### config.mk
export PLATFORM = sky130hd
export DESIGN_NAME = multicycle_control
export DESIGN_NICKNAME = d
export VERILOG_FILES = /design/src/rtl/multicycle_control.sv
export SDC_FILE = /design/constraint.sdc
export NUM_CORES = 1
export LEC_CHECK = 0
export BUFFER_PORTS_ARGS = -buffer_cell sky130_fd_sc_hd__buf_4
export CAP_MARGIN = 30
export CORE_AREA = 2 2 51 53
export CTS_BUF_LIST = sky130_fd_sc_hd__clkbuf_16
export CTS_CLUSTER_DIAMETER = 60
export DETAILED_ROUTE_END_ITERATION = 8
export DIE_AREA = 0 0 53 55
export PLACE_DENSITY = 0.81
export SLEW_MARGIN = 15
export SYNTH_ARGS = -nofsm -noshare
export SYNTH_HDL_FRONTEND = slang
export SYNTH_SLANG_ARGS = --single-unit
### constraint.sdc
create_clock -name clk -period 3.81 [get_ports clk]
set_input_delay 0.381 -clock clk [delete_from_list [all_inputs] [get_ports clk]]
set_output_delay 0.381 -clock clk [all_outputs]
set_load 0.05 [all_outputs]
### src/rtl/multicycle_control.sv
// multicycle_control
//   Control FSM for a multicycle MIPS-style datapath. Sequences fetch, decode,
//   execute, memory and write-back steps, and drives the datapath mux selects
//   and write enables.
//
// Ports
//   clk, reset                 clock, asynchronous active-high reset
//   op[5:0]                    opcode from the instruction register
//   zero                       ALU zero flag (branch condition)
//   mem_ready                  memory access completes this cycle
//   pc_en, pc_src[1:0]         PC write enable / PC source select
//   i_or_d, mem_read,          memory address select / read strobe /
//   mem_write, ir_write        write strobe (never used) / IR load
//   reg_dst, mem_to_reg,       register file destination / data select /
//   reg_write                  write enable
//   alu_src_a, alu_src_b,      ALU operand selects and operation
//   alu_op[2:0]
//   state[3:0], retire         current state / last cycle of an instruction
//   illegal_op, mem_timeout    sticky error flags, cleared only by reset
//
// state    | meaning
// ---------+------------------------------------------------
// FETCH    | read instruction, PC <= PC + 4 when memory ready
// DECODE   | latch opcode, branch target into ALUOut
// MEM_ADDR | compute load address
// MEM_READ | read data memory, wait for mem_ready
// MEM_WB   | load data to rt
// EXEC_R   | R-type ALU operation
// EXEC_I   | immediate ALU operation
// ALU_WB   | ALU result to rd / rt
// BRANCH   | compare, conditional PC <= ALUOut
// JUMP     | PC <= jump target, JAL links r31
// ERROR    | illegal opcode or memory timeout, held until reset

module multicycle_control #(
    parameter int WAIT_LIMIT = 15
) (
    input  logic       clk,
    input  logic       reset,
    input  logic [5:0] op,
    input  logic       zero,
    input  logic       mem_ready,
    output logic       pc_en,
    output logic [1:0] pc_src,
    output logic       i_or_d,
    output logic       mem_read,
    output logic       mem_write,
    output logic       ir_write,
    output logic [1:0] reg_dst,
    output logic [1:0] mem_to_reg,
    output logic       reg_write,
    output logic       alu_src_a,
    output logic [1:0] alu_src_b,
    output logic [2:0] alu_op,
    output logic [3:0] state,
    output logic       retire,
    output logic       illegal_op,
    output logic       mem_timeout
);

    localparam logic [3:0] FETCH    = 4'd0;
    localparam logic [3:0] DECODE   = 4'd1;
    localparam logic [3:0] MEM_ADDR = 4'd2;
    localparam logic [3:0] MEM_READ = 4'd3;
    localparam logic [3:0] MEM_WB   = 4'd4;
    localparam logic [3:0] EXEC_R   = 4'd5;
    localparam logic [3:0] EXEC_I   = 4'd6;
    localparam logic [3:0] ALU_WB   = 4'd7;
    localparam logic [3:0] BRANCH   = 4'd8;
    localparam logic [3:0] JUMP     = 4'd9;
    localparam logic [3:0] ERROR    = 4'd10;

    localparam int             WW        = $clog2(WAIT_LIMIT + 1);
    localparam logic [WW-1:0]  WAIT_MAX  = WW'(WAIT_LIMIT);
    localparam logic [WW-1:0]  WAIT_LAST = WW'(WAIT_LIMIT - 1);

    logic [3:0]    state_q, state_d;
    logic [5:0]    op_q, op_d;
    logic [WW-1:0] wait_q, wait_d;
    logic          illegal_q, illegal_d;
    logic          timeout_q, timeout_d;
    logic          waiting;
    logic          timeout_hit;

    always_comb begin
        state_d   = state_q;
        op_d      = op_q;
        illegal_d = illegal_q;
        timeout_d = timeout_q;
        wait_d    = '0;

        waiting     = ((state_q == FETCH) || (state_q == MEM_READ)) && !mem_ready;
        // wait_q counts earlier wait cycles, so this is the WAIT_LIMIT-th one
        timeout_hit = waiting && (wait_q >= WAIT_LAST);

        case (state_q)
            FETCH:    if (mem_ready) state_d = DECODE;
            DECODE: begin
                op_d = op;
                case (op)
                    6'h00:                      state_d = EXEC_R;
                    6'h08, 6'h0D, 6'h0C, 6'h0F: state_d = EXEC_I;
                    6'h23:                      state_d = MEM_ADDR;
                    6'h04, 6'h05:               state_d = BRANCH;
                    6'h02, 6'h03:               state_d = JUMP;
                    default: begin
                        state_d   = ERROR;
                        illegal_d = 1'b1;
                    end
                endcase
            end
            MEM_ADDR: state_d = MEM_READ;
            MEM_READ: if (mem_ready) state_d = MEM_WB;
            EXEC_R,
            EXEC_I:   state_d = ALU_WB;
            MEM_WB,
            ALU_WB,
            BRANCH,
            JUMP:     state_d = FETCH;
            ERROR:    state_d = ERROR;
            default:  state_d = ERROR;
        endcase

        if (timeout_hit) begin
            state_d   = ERROR;
            timeout_d = 1'b1;
        end else if (waiting) begin
            wait_d = (wait_q == WAIT_MAX) ? wait_q : wait_q + 1'b1;
        end
    end

    always_ff @(posedge clk or posedge reset) begin
        if (reset) begin
            state_q   <= FETCH;
            op_q      <= '0;
            wait_q    <= '0;
            illegal_q <= 1'b0;
            timeout_q <= 1'b0;
        end else begin
            state_q   <= state_d;
            op_q      <= op_d;
            wait_q    <= wait_d;
            illegal_q <= illegal_d;
            timeout_q <= timeout_d;
        end
    end

    always_comb begin
        pc_en      = 1'b0;
        pc_src     = 2'b00;
        i_or_d     = 1'b0;
        mem_read   = 1'b0;
        mem_write  = 1'b0;
        ir_write   = 1'b0;
        reg_dst    = 2'b00;
        mem_to_reg = 2'b00;
        reg_write  = 1'b0;
        alu_src_a  = 1'b0;
        alu_src_b  = 2'b00;
        alu_op     = 3'b010;
        retire     = 1'b0;

        case (state_q)
            FETCH: begin
                mem_read  = 1'b1;
                alu_src_b = 2'b01;
                alu_op    = 3'b011;
                ir_write  = mem_ready;
                pc_en     = mem_ready;
            end
            DECODE: begin
                alu_src_b = 2'b11;
                alu_op    = 3'b011;
            end
            MEM_ADDR: begin
                alu_src_a = 1'b1;
                alu_src_b = 2'b10;
                alu_op    = 3'b011;
            end
            MEM_READ: begin
                mem_read = 1'b1;
                i_or_d   = 1'b1;
            end
            MEM_WB: begin
                reg_write  = 1'b1;
                mem_to_reg = 2'b01;
                retire     = 1'b1;
            end
            EXEC_R: begin
                alu_src_a = 1'b1;
                alu_op    = 3'b111;
            end
            EXEC_I: begin
                alu_src_a = 1'b1;
                alu_src_b = 2'b10;
                case (op_q)
                    6'h0D:   alu_op = 3'b101;
                    6'h0C:   alu_op = 3'b110;
                    6'h0F:   alu_op = 3'b000;
                    default: alu_op = 3'b100;
                endcase
            end
            ALU_WB: begin
                reg_write = 1'b1;
                reg_dst   = (op_q == 6'h00) ? 2'b01 : 2'b00;
                retire    = 1'b1;
            end
            BRANCH: begin
                alu_src_a = 1'b1;
                alu_op    = 3'b001;
                pc_src    = 2'b01;
                pc_en     = ((op_q == 6'h04) && zero) || ((op_q == 6'h05) && !zero);
                retire    = 1'b1;
            end
            JUMP: begin
                pc_src = 2'b10;
                pc_en  = 1'b1;
                retire = 1'b1;
                if (op_q == 6'h03) begin
                    reg_write  = 1'b1;
                    reg_dst    = 2'b10;
                    mem_to_reg = 2'b10;
                end
            end
            default: ;
        endcase

        // state_q is already FETCH under reset; only the strobes need masking
        if (reset) begin
            pc_en     = 1'b0;
            ir_write  = 1'b0;
            reg_write = 1'b0;
            mem_read  = 1'b0;
            mem_write = 1'b0;
        end
    end

    assign state       = state_q;
    assign illegal_op  = illegal_q;
    assign mem_timeout = timeout_q;

endmodule

# After elaboration in Yosys (flattened, before gate mapping)
# Cells that the tools add are included.
# totals
ff_bits,16
inputBits,10
output_inout_bits,25
elab_cells,88
# classes
n_addsub,1
n_lt_le_gt_ge,1
n_eq_ne,28
n_mux,28
n_bitwise,1
reduce_logical,24
# ops
op,count
== test 6 x 4 -> 1 bit (second input constant),7
== test 6 x 3 -> 1 bit (second input constant),4
two-way mux 4 bit,6
case mux 4 bit (6 select lines),1
case mux 4 bit (5 select lines),1
== test 6 x 2 -> 1 bit (second input constant),3
== test 4 x 3 -> 1 bit (second input constant),4
== test 4 bit (second input constant),3
logical NOT 6 bit,2
case mux 2 bit (2 select lines),3
case mux 3 bit (4 select lines),1
OR reduction 2 bit,6
OR reduction 4 bit,3
two-way mux 1 bit,11
OR reduction 10 bit,1
inequality test 3 bit (second input constant),3
case mux 3 bit (3 select lines),1
== test 4 x 2 -> 1 bit (second input constant),2
== test 6 bit (second input constant),1
case mux 2 bit (3 select lines),1
adder 4 x 1 -> 4 bit (second input constant),1
== test 4 x 1 -> 1 bit (second input constant),1
greater-or-equal comparator 4 bit (second input constant),1
logical AND 1 bit,4
other kinds (9),12

# Logic depth before layout (Yosys ltp)
# Gate-level depths: netlist (run 1).
# logic_depth
word_depth,6
mapped_depth,6
ltp_nobuf,6

# Least setup slack after synthesis (run 1)
# No wires, ideal clock.
# synth_path
kind,register -> output
from,register state_q[1] (netlist: state[1])
to,output port reg_dst[0]
t_arrival_ns,2.781
t_required_ns,3.429
slack_ns,0.648
path_stages_with_launch,5
path_buffers,2
path_cell_list,dfrtp_1 -> buf_2 -> buf_2 -> nand3_1 -> nor4_1
# synth_between
elab_chain_len,2
word_cells_on_any_way,3
classes_between,2 x eq/ne; 1 x mux
# synth_lines
element,line_no,rtl
start: declaration,77,"logic [3:0] state_q, state_d;"
start signal: assignment,140,state_q <= state_d;
== test 4 bit / == test 4 x 3 -> 1 bit (equally long branches),163,case (state_q)
case mux 2 bit (2 select lines) *,163,
end: declaration,49,"output logic [1:0] reg_dst,"
# Mark *: on every way between the ends. The rest lies on a longest branch, timed or not.

# Worst setup path after layout (run 1)
# layout_path
from,register state_q[1] (netlist: state[1])
to,output port reg_write
# layout_between
elab_chain_len,4
word_cells_on_any_way,6
classes_between,3 x eq/ne; 2 x mux; 1 x reduce/logical
# layout_lines
element,line_no,rtl
== test 4 x 3 -> 1 bit,163,
OR reduction 2 bit (no line),-,
case mux 1 bit (2 select lines) *,163,
two-way mux 1 bit *,229,if (reset) begin
end: declaration,51,"output logic reg_write,"
# Marked as above.

==> qor.txt, run 1 <==
Status -> finished, final reports clean
Worst path bufs/invs -> 1
Design Area, Final -> 1560 sq um
CTS tree -> done
Nets -> 189
Synth top area share -> 32.1%
Max VDD drop -> 0.000682 V
Reg area -> 400 sq um
Grt ovf -> 0
Final setup skew -> 3.18 ps
CP max stage delay -> 650 ps
Mapped cell area -> 1250 sq um
Period utilisation layout -> 67.1%
Area of placed instances -> 1480 sq um
DR DRC count -> 0
Synth Register Bits -> 16
RSZ-0062 raised after global routing -> false
Max_cap viols -> 0
CTS Root Cell -> clkbuf_16
Drt first pass iters -> 5
Drt wl/cell -> 14.4 microns
Starting Density -> 52.8%
Mapped Nets -> 161
Finish-stage setup viols -> 0
Max-slew violation count -> 0
Ant. Diodes -> 0
Crit-path cells -> nor2_2 > nand3_1 > or3_1 > a21oi_1 > buf_4
Htree depth -> 1
Ys Warns -> 0
Leading area contributor after synthesis -> dfrtp_1
Worst Tran Pin Value -> 772 ps
CP Capture Type -> output pin
Initial detailed-routing violation count -> 49
# resized after CTS -> 0
Setup TNS -> 0 ps
Largest net degree at the start of global routing -> 25
Final Hold Viols -> 0
Vias per cell -> 5.94
CP Class -> reg -> out
Top cells by count, synth -> dfrtp_1, nor2_1, nand2_1, o21ai_0
Post-synth EDFFs -> 0
Inserted Clock Buffers -> 3
CP arrival -> 2180 ps
Post-DRT Antenna Nets -> 0
Async S/R FF share, synth -> 100%
Vias -> 1223
Crit path max fanout -> 24
Relative slew margins -> 48.6%
Leak -> 0.684 nW
Die footprint -> 2920 sq um
Clk sinks -> 16
Initial antenna violation count -> 0
Max clock buf depth -> 2
Library cells used by synthesis -> 47
Final Critical Period -> 2560 ps
Post-Route WL -> 2970 microns
Hold-fix buffers, CTS -> 0
Clock Latency Late Sink -> 250 ps
Area Overhead vs Synth -> 25.1%
Fillcell total -> 193
Core area -> 2360 sq um
Tightest Hold Check Type -> in -> async
Post-CTS setup buffers -> 0
Power Density -> 948 nW/um^2
Register area share after synthesis -> 32.1%
Vias in the first global route -> 1066
Delay-heaviest family, CP -> simple AND/OR/NAND/NOR gates
Final Wtd Congestion -> 0.844
Multi-input logic area -> 777 sq um
Ports -> 35
DIE HEIGHT -> 55 microns
Die Width -> 53 microns
Share of cells above drive strength 1 -> 26.7%
HPWL Detailed -> 2170 microns
CP Data Required Time -> 3430 ps
Gr usage total -> 22.0%
Startpoint Class -> register
Ys flop type -> dfrtp_1
Ranking of synthesized cells by area -> dfrtp_1, mux2_2, nor2_1
Syn Area/Cell -> 8.37 sq um
Crit-path slowest cell -> dfrtp_1
Final design utilization -> 66.0%
First-pass GRT wire length -> 4660 microns
Worst-path clk slew -> 50 ps
Cell count after synthesis -> 149
PortBufs -> 33
FMAX -> 391 MHz
Row count -> 18
==> registers in the layout, indices dropped and copies added, names as in the netlist <==
| name | count |
|---|---|
| state | 4 |
| op_q | 6 |
| illegal_op | 1 |
| wait_q | 4 |
| mem_timeout | 1 |
==> power by group <==
part / switching [mW] / internal, mW
clock: 0.0628 / 0.139
sequential: 0.175 / 0.234
combinational: 0.554 / 0.314
==> metrics by stage <==
step	cells	power [mW]	hold WS (ps)	setup slack [ps]
3_3_place_gp	202	1.25	465	1620
2_1_floorplan	149	1.06	308	648
3_5_place_dp	202	1.27	469	1550
4_1_cts	206	1.48	271	1270
5_1_grt	206	1.57	311	1130
6_report	206	1.48	249	1250
==> per-layer routing <==
metal,part of all wire (%),vias up,global-route usage (%),wire [microns]
li1,-,593,-,-
met1,44,593,28.7,1300
met2,50,35,35.6,1490
met3,5.4,2,5.11,160
met4,0.81,0,8.55,24
met5,0,-,0,0
==> layout by cell type, fill, tap and decap left out, types with 2 or more instances in the layout <==
| cell | netlist | routed |
|---|---|---|
| a21o_1 | 2 | 2 |
| a21oi_1 | 5 | 5 |
| a31oi_1 | 3 | 3 |
| a41o_1 | 2 | 2 |
| and3b_1 | 2 | 2 |
| buf_4 | 2 | 33 |
| clkbuf_16 | 0 | 3 |
| dfrtp_1 | 16 | 16 |
| ha_1 | 2 | 2 |
| inv_1 | 5 | 5 |
| mux2_2 | 6 | 6 |
| mux2i_1 | 2 | 2 |
| nand2_1 | 13 | 13 |
| nand2b_1 | 5 | 5 |
| nand3_1 | 6 | 6 |
| nor2_1 | 16 | 16 |
| nor2b_1 | 5 | 5 |
| nor3_1 | 6 | 6 |
| nor3b_1 | 5 | 5 |
| nor4_1 | 3 | 3 |
| o211ai_1 | 2 | 2 |
| o21ai_0 | 7 | 7 |
| o21bai_1 | 2 | 2 |
| o31ai_1 | 2 | 2 |
| xnor2_1 | 2 | 2 |
==> area by class of cell <==
class,count,area share (%)
multi-input combinational,118,49.8
sequential,16,25.7
timing repair buffer,33,15.9
clock buffer,3,4.81
tap,30,2.41
inverter,5,1.20
clock inverter,1,0.241
==> path summary, 6_finish.rpt <==
kind                                         from                     end  slack, ps  depth (start not counted)
setup / recovery             state[1]$_DFFE_PP0P_               reg_write       1250                          5
min in group clk                            op[3]     op_q[3]$_DFFE_PP0P_        420                          2
max in group asynchronous                   reset    state[3]$_DFFE_PP0P_       3140                          2
hold / removal                              reset    state[2]$_DFFE_PP0P_        250                          2
setup reg to reg             state[1]$_DFFE_PP0P_   wait_q[3]$_DFFE_PP0P_       1940                          4
hold reg to reg            illegal_op$_DFFE_PP0P_  illegal_op$_DFFE_PP0P_        480                          1
==> cells by family after synthesis <==
kind of cell	count (synthesis)	share of synthesized area (%)
AND/OR/NAND/NOR	70	31.6
AO/OA/AOI/OAI	34	19.3
flip-flops	16	32.1
buffers and inverters	15	5.62
multiplexers	8	7.02
XOR/XNOR	3	2.11
adder cells (fa/ha/maj)	2	2.01
other	1	0.301
No activity file was read; power rests on OpenSTA's default activity.
==> run 2, diff against run 1 <==
--- a/config.mk
+++ b/config.mk
@@ -5,14 +5,15 @@
 export SDC_FILE = /design/constraint.sdc
 export NUM_CORES = 1
 export LEC_CHECK = 0
+export ABC_AREA = 1
 export BUFFER_PORTS_ARGS = -buffer_cell sky130_fd_sc_hd__buf_4
 export CAP_MARGIN = 30
-export CORE_AREA = 2 2 51 53
+export CORE_AREA = 2 2 53 55
 export CTS_BUF_LIST = sky130_fd_sc_hd__clkbuf_16
 export CTS_CLUSTER_DIAMETER = 60
 export DETAILED_ROUTE_END_ITERATION = 8
-export DIE_AREA = 0 0 53 55
-export PLACE_DENSITY = 0.81
+export DIE_AREA = 0 0 55 57
+export PLACE_DENSITY = 0.73
 export SLEW_MARGIN = 15
 export SYNTH_ARGS = -nofsm -noshare
 export SYNTH_HDL_FRONTEND = slang
==> constraint.sdc (replaced) <==
create_clock -name clk -period 2.3 [get_ports clk]
set_input_delay 0.23 -clock clk [delete_from_list [all_inputs] [get_ports clk]]
set_output_delay 0.23 -clock clk [all_outputs]
set_load 0.05 [all_outputs]
==> run 2 against run 1 <==
- utilization decreased by 9.1 points
- largest power group is now clock
- sequential power decreased by 31%
- combinational power decreased by 96%
==> qor.txt, run 2 <==
Max FFs per register -> 6 (unchanged)
Core area -> 2620 sq um (was 2360 sq um)
Power Density -> 439 nW/um^2 (was 948 nW/um^2)
Most frequent cells in the layout -> nand2_1, buf_4, inv_1 (was buf_4, nor2_1, dfrtp_1)
Max-slew violation count -> 0 (unchanged)
Finish-stage setup viols -> 0 (unchanged)
Worst Tran Pin Value -> 594 ps (was 772 ps)
Max_cap viols -> 0 (unchanged)
Row count -> 19 (was 18)
CP arrival -> 1730 ps (was 2180 ps)
Adder-cell share of the synthesized area -> 2.25% (was 2.01%)
Nets -> 218 (was 189)
Inserted Clock Buffers -> 3 (unchanged)
Die Width -> 55 microns (was 53 microns)
Mapped cell area -> 1110 sq um (was 1250 sq um)
Final Hold Viols -> 0 (unchanged)
Count leader, synth -> nand2_1
HPWL Detailed -> 2390 microns (was 2170 microns)
Setup slack after layout -> 343 ps (was 1250 ps)
DR DRC count -> 0 (unchanged)
Final setup skew -> 1.67 ps (was 3.18 ps)
Vias in the first global route -> 1132 (was 1066)
Tightest Hold Check Type -> in -> async (unchanged)
Ranking of synthesized cells by area -> dfrtp_1, nand2_1, inv_1 (was dfrtp_1, mux2_2, nor2_1)
Vias per cell -> 5.09 (was 5.94)
First-pass GRT wire length -> 4740 microns (was 4660 microns)
Synth Area in Compound Gates -> 8.31% (was 19.3%)
Fin Hold WS -> 101 ps (was 249 ps)
Share of cells above drive strength 1 -> 22.5% (was 26.7%)
Synth Area in Simple Gates -> 38.3% (was 31.6%)
RSZ-0062 raised after global routing -> false (unchanged)
Mapped Nets -> 182 (was 161)
Clk sinks -> 16 (unchanged)
Area Overhead vs Synth -> 33.5% (was 25.1%)
Design Area, Final -> 1490 sq um (was 1560 sq um)
Relative slew margins -> 60.4% (was 48.6%)
Commonest non-fill, non-tap cell in the layout -> nand2_1 (was buf_4)
Initial antenna violation count -> 0 (unchanged)
Ys flop type -> dfrtp_1 (unchanged)
Final Wtd Congestion -> 0.795 (was 0.844)
Clock share of power -> 51.1% (was 13.6%)
Grt ovf -> 0 (unchanged)
CP Data Required Time -> 2070 ps (was 3430 ps)
PortBufs -> 33 (unchanged)
Ports -> 35 (unchanged)
Post-Route WL -> 2940 microns (was 2970 microns)
# resized after CTS -> 0 (unchanged)
Synth top area share -> 36.0% (was 32.1%)
Drt first pass iters -> 4 (was 5)
Synth Register Bits -> 16 (unchanged)
Initial detailed-routing violation count -> 25 (was 49)
Die footprint -> 3140 sq um (was 2920 sq um)
Sw Share -> 19.9% (was 53.6%)
Startpoint Class -> register (unchanged)
CP Class -> reg -> out (unchanged)
Synth Area in XOR/XNOR -> 2.36% (was 2.11%)
Crit path max fanout -> 7 (was 24)
Largest net degree at the start of global routing -> 17 (was 25)
Main combinational cell family by area after synthesis -> simple AND/OR/NAND/NOR gates (unchanged)
Syn Area/Cell -> 6.55 sq um (was 8.37 sq um)
CTS tree -> done (unchanged)
Sw Pwr -> 130 uW (was 792 uW)
Seq pwr share -> 43.2% (was 27.6%)
Final Critical Period -> 1960 ps
Max clock buf depth -> 2 (unchanged)
Library cells used by synthesis -> 22 (was 47)
Place WS -> 607 ps (was 1550 ps)
CP Capture Type -> output pin (unchanged)
Area of placed instances -> 1410 sq um (was 1480 sq um)
Biggest register -> op_q (unchanged)
Leading area contributor after synthesis -> dfrtp_1 (unchanged)
Gate power share -> 5.7% (was 58.7%)
Clock Latency Late Sink -> 240 ps (was 250 ps)
Vias -> 1196 (was 1223)
Post-synth EDFFs -> 0 (unchanged)
Post-CTS setup buffers -> 0 (unchanged)
Top cells by count, synth -> nand2_1, inv_1, nor2_1, dfrtp_1, nand3_1 (was dfrtp_1, nor2_1, nand2_1, o21ai_0)
Setup TNS -> 0 ps (unchanged)
Worst-path clk slew -> 50 ps (about the same)
Starting Density -> 42.6% (was 52.8%)
FMAX -> 511 MHz
Register area share after synthesis -> 36.0% (was 32.1%)
Gr usage total -> 20.3% (was 22.0%)
Htree depth -> 1 (unchanged)
Period utilisation layout -> 85.1%
Post-synthesis mux area share -> 0% (was 7.02%)
CTS Root Cell -> clkbuf_16 (unchanged)
Int Power -> 523 uW (was 686 uW)
Leak -> 0.837 nW (was 0.684 nW)
Drt wl/cell -> 12.5 microns (was 14.4 microns)
DIE HEIGHT -> 57 microns (was 55 microns)
Async S/R FF share, synth -> 100% (unchanged)
Ys Warns -> 0 (unchanged)
Max VDD drop -> 0.000301 V (was 0.000682 V)
Status -> finished, final reports clean (unchanged)
Ant. Diodes -> 0 (unchanged)
Hold-fix buffers, CTS -> 0 (unchanged)
Post-DRT Antenna Nets -> 0 (unchanged)
Cell count after synthesis -> 170 (was 149)
run 2: cell types whose count changed in the layout (fill, tap and decap cells not counted), moves of 6 or more:
cell	delta
inv_1	+27
mux2_2	-6
nand2_1	+32
nand3_1	+6
nor2_1	+6
run 2: kinds of logic after synthesis:
logic type / count (synthesis)
other cells: 1
xor+xnor: 3
fa+ha+maj: 2
simple gates: 97
buf+inv: 34
flops: 16
compound gates: 17
run 2: path summary, 6_finish.rpt:
path	startpoint	to	slack (ps)	depth (start not counted)
worst max-delay path	state[1]$_DFFE_PP0P_	reg_write	340	8
worst min-delay path	reset	op_q[1]$_DFFE_PP0P_	100	2
worst max register to register	state[3]$_DFFE_PP0P_	op_q[5]$_DFFE_PP0P_	840	6
worst min register to register	mem_timeout$_DFFE_PP0P_	mem_timeout$_DFFE_PP0P_	470	2
max in group asynchronous	reset	state[2]$_DFFE_PP0P_	1810	2
min in group clk	op[4]	op_q[4]$_DFFE_PP0P_	220	3
run 2: stage by stage:
step                      instances  util [%]  power [mW]
after floorplan                 170         -       0.303
after global placement          232      54.0       0.322
after detailed placement        232      54.0       0.324
after CTS                       235      56.8       0.656
after global routing            235      56.8       0.668
final                           235      56.8       0.653
run 2: final cells by class:
| type | instances | area, sq um |
|---|---|---|
| Fill cell | 255 | 1130 |
| Multi-Input combinational cell | 120 | 604 |
| Sequential cell | 16 | 400 |
| Timing Repair Buffer | 33 | 248 |
| Inverter | 32 | 120 |
| Clock buffer | 3 | 75.1 |
| Tap cell | 31 | 38.8 |
run 2: worst max-delay path, cell delays in order, from the launching register on:
cell	delay (ps)
dfrtp_1	450
inv_1	120
nand2_1	110
inv_1	110
nand3_2	140
nor3_4	170
nor2_1	90
nor2_4	80
buf_4	190
run 2: routing by layer:
layer | up-vias | routed length (microns) | track usage [%]
met1 | 550 | 1220 | 23.5
met2 | 39 | 1540 | 37.2
met3 | 5 | 139 | 3.14
met5 | - | 0 | 0
met4 | 0 | 34 | 5.92
li1 | 602 | - | -
run 2: power by group through the flow:
stage          Sequential, mW  Combinational [mW]  Clock (mW)
2_1_floorplan           0.287              0.0169           0
5_1_grt                 0.282              0.0412       0.345
4_1_cts                 0.282              0.0370       0.337
6_report                0.282              0.0370       0.334
3_5_place_dp            0.287              0.0370           0
3_3_place_gp            0.287              0.0353           0
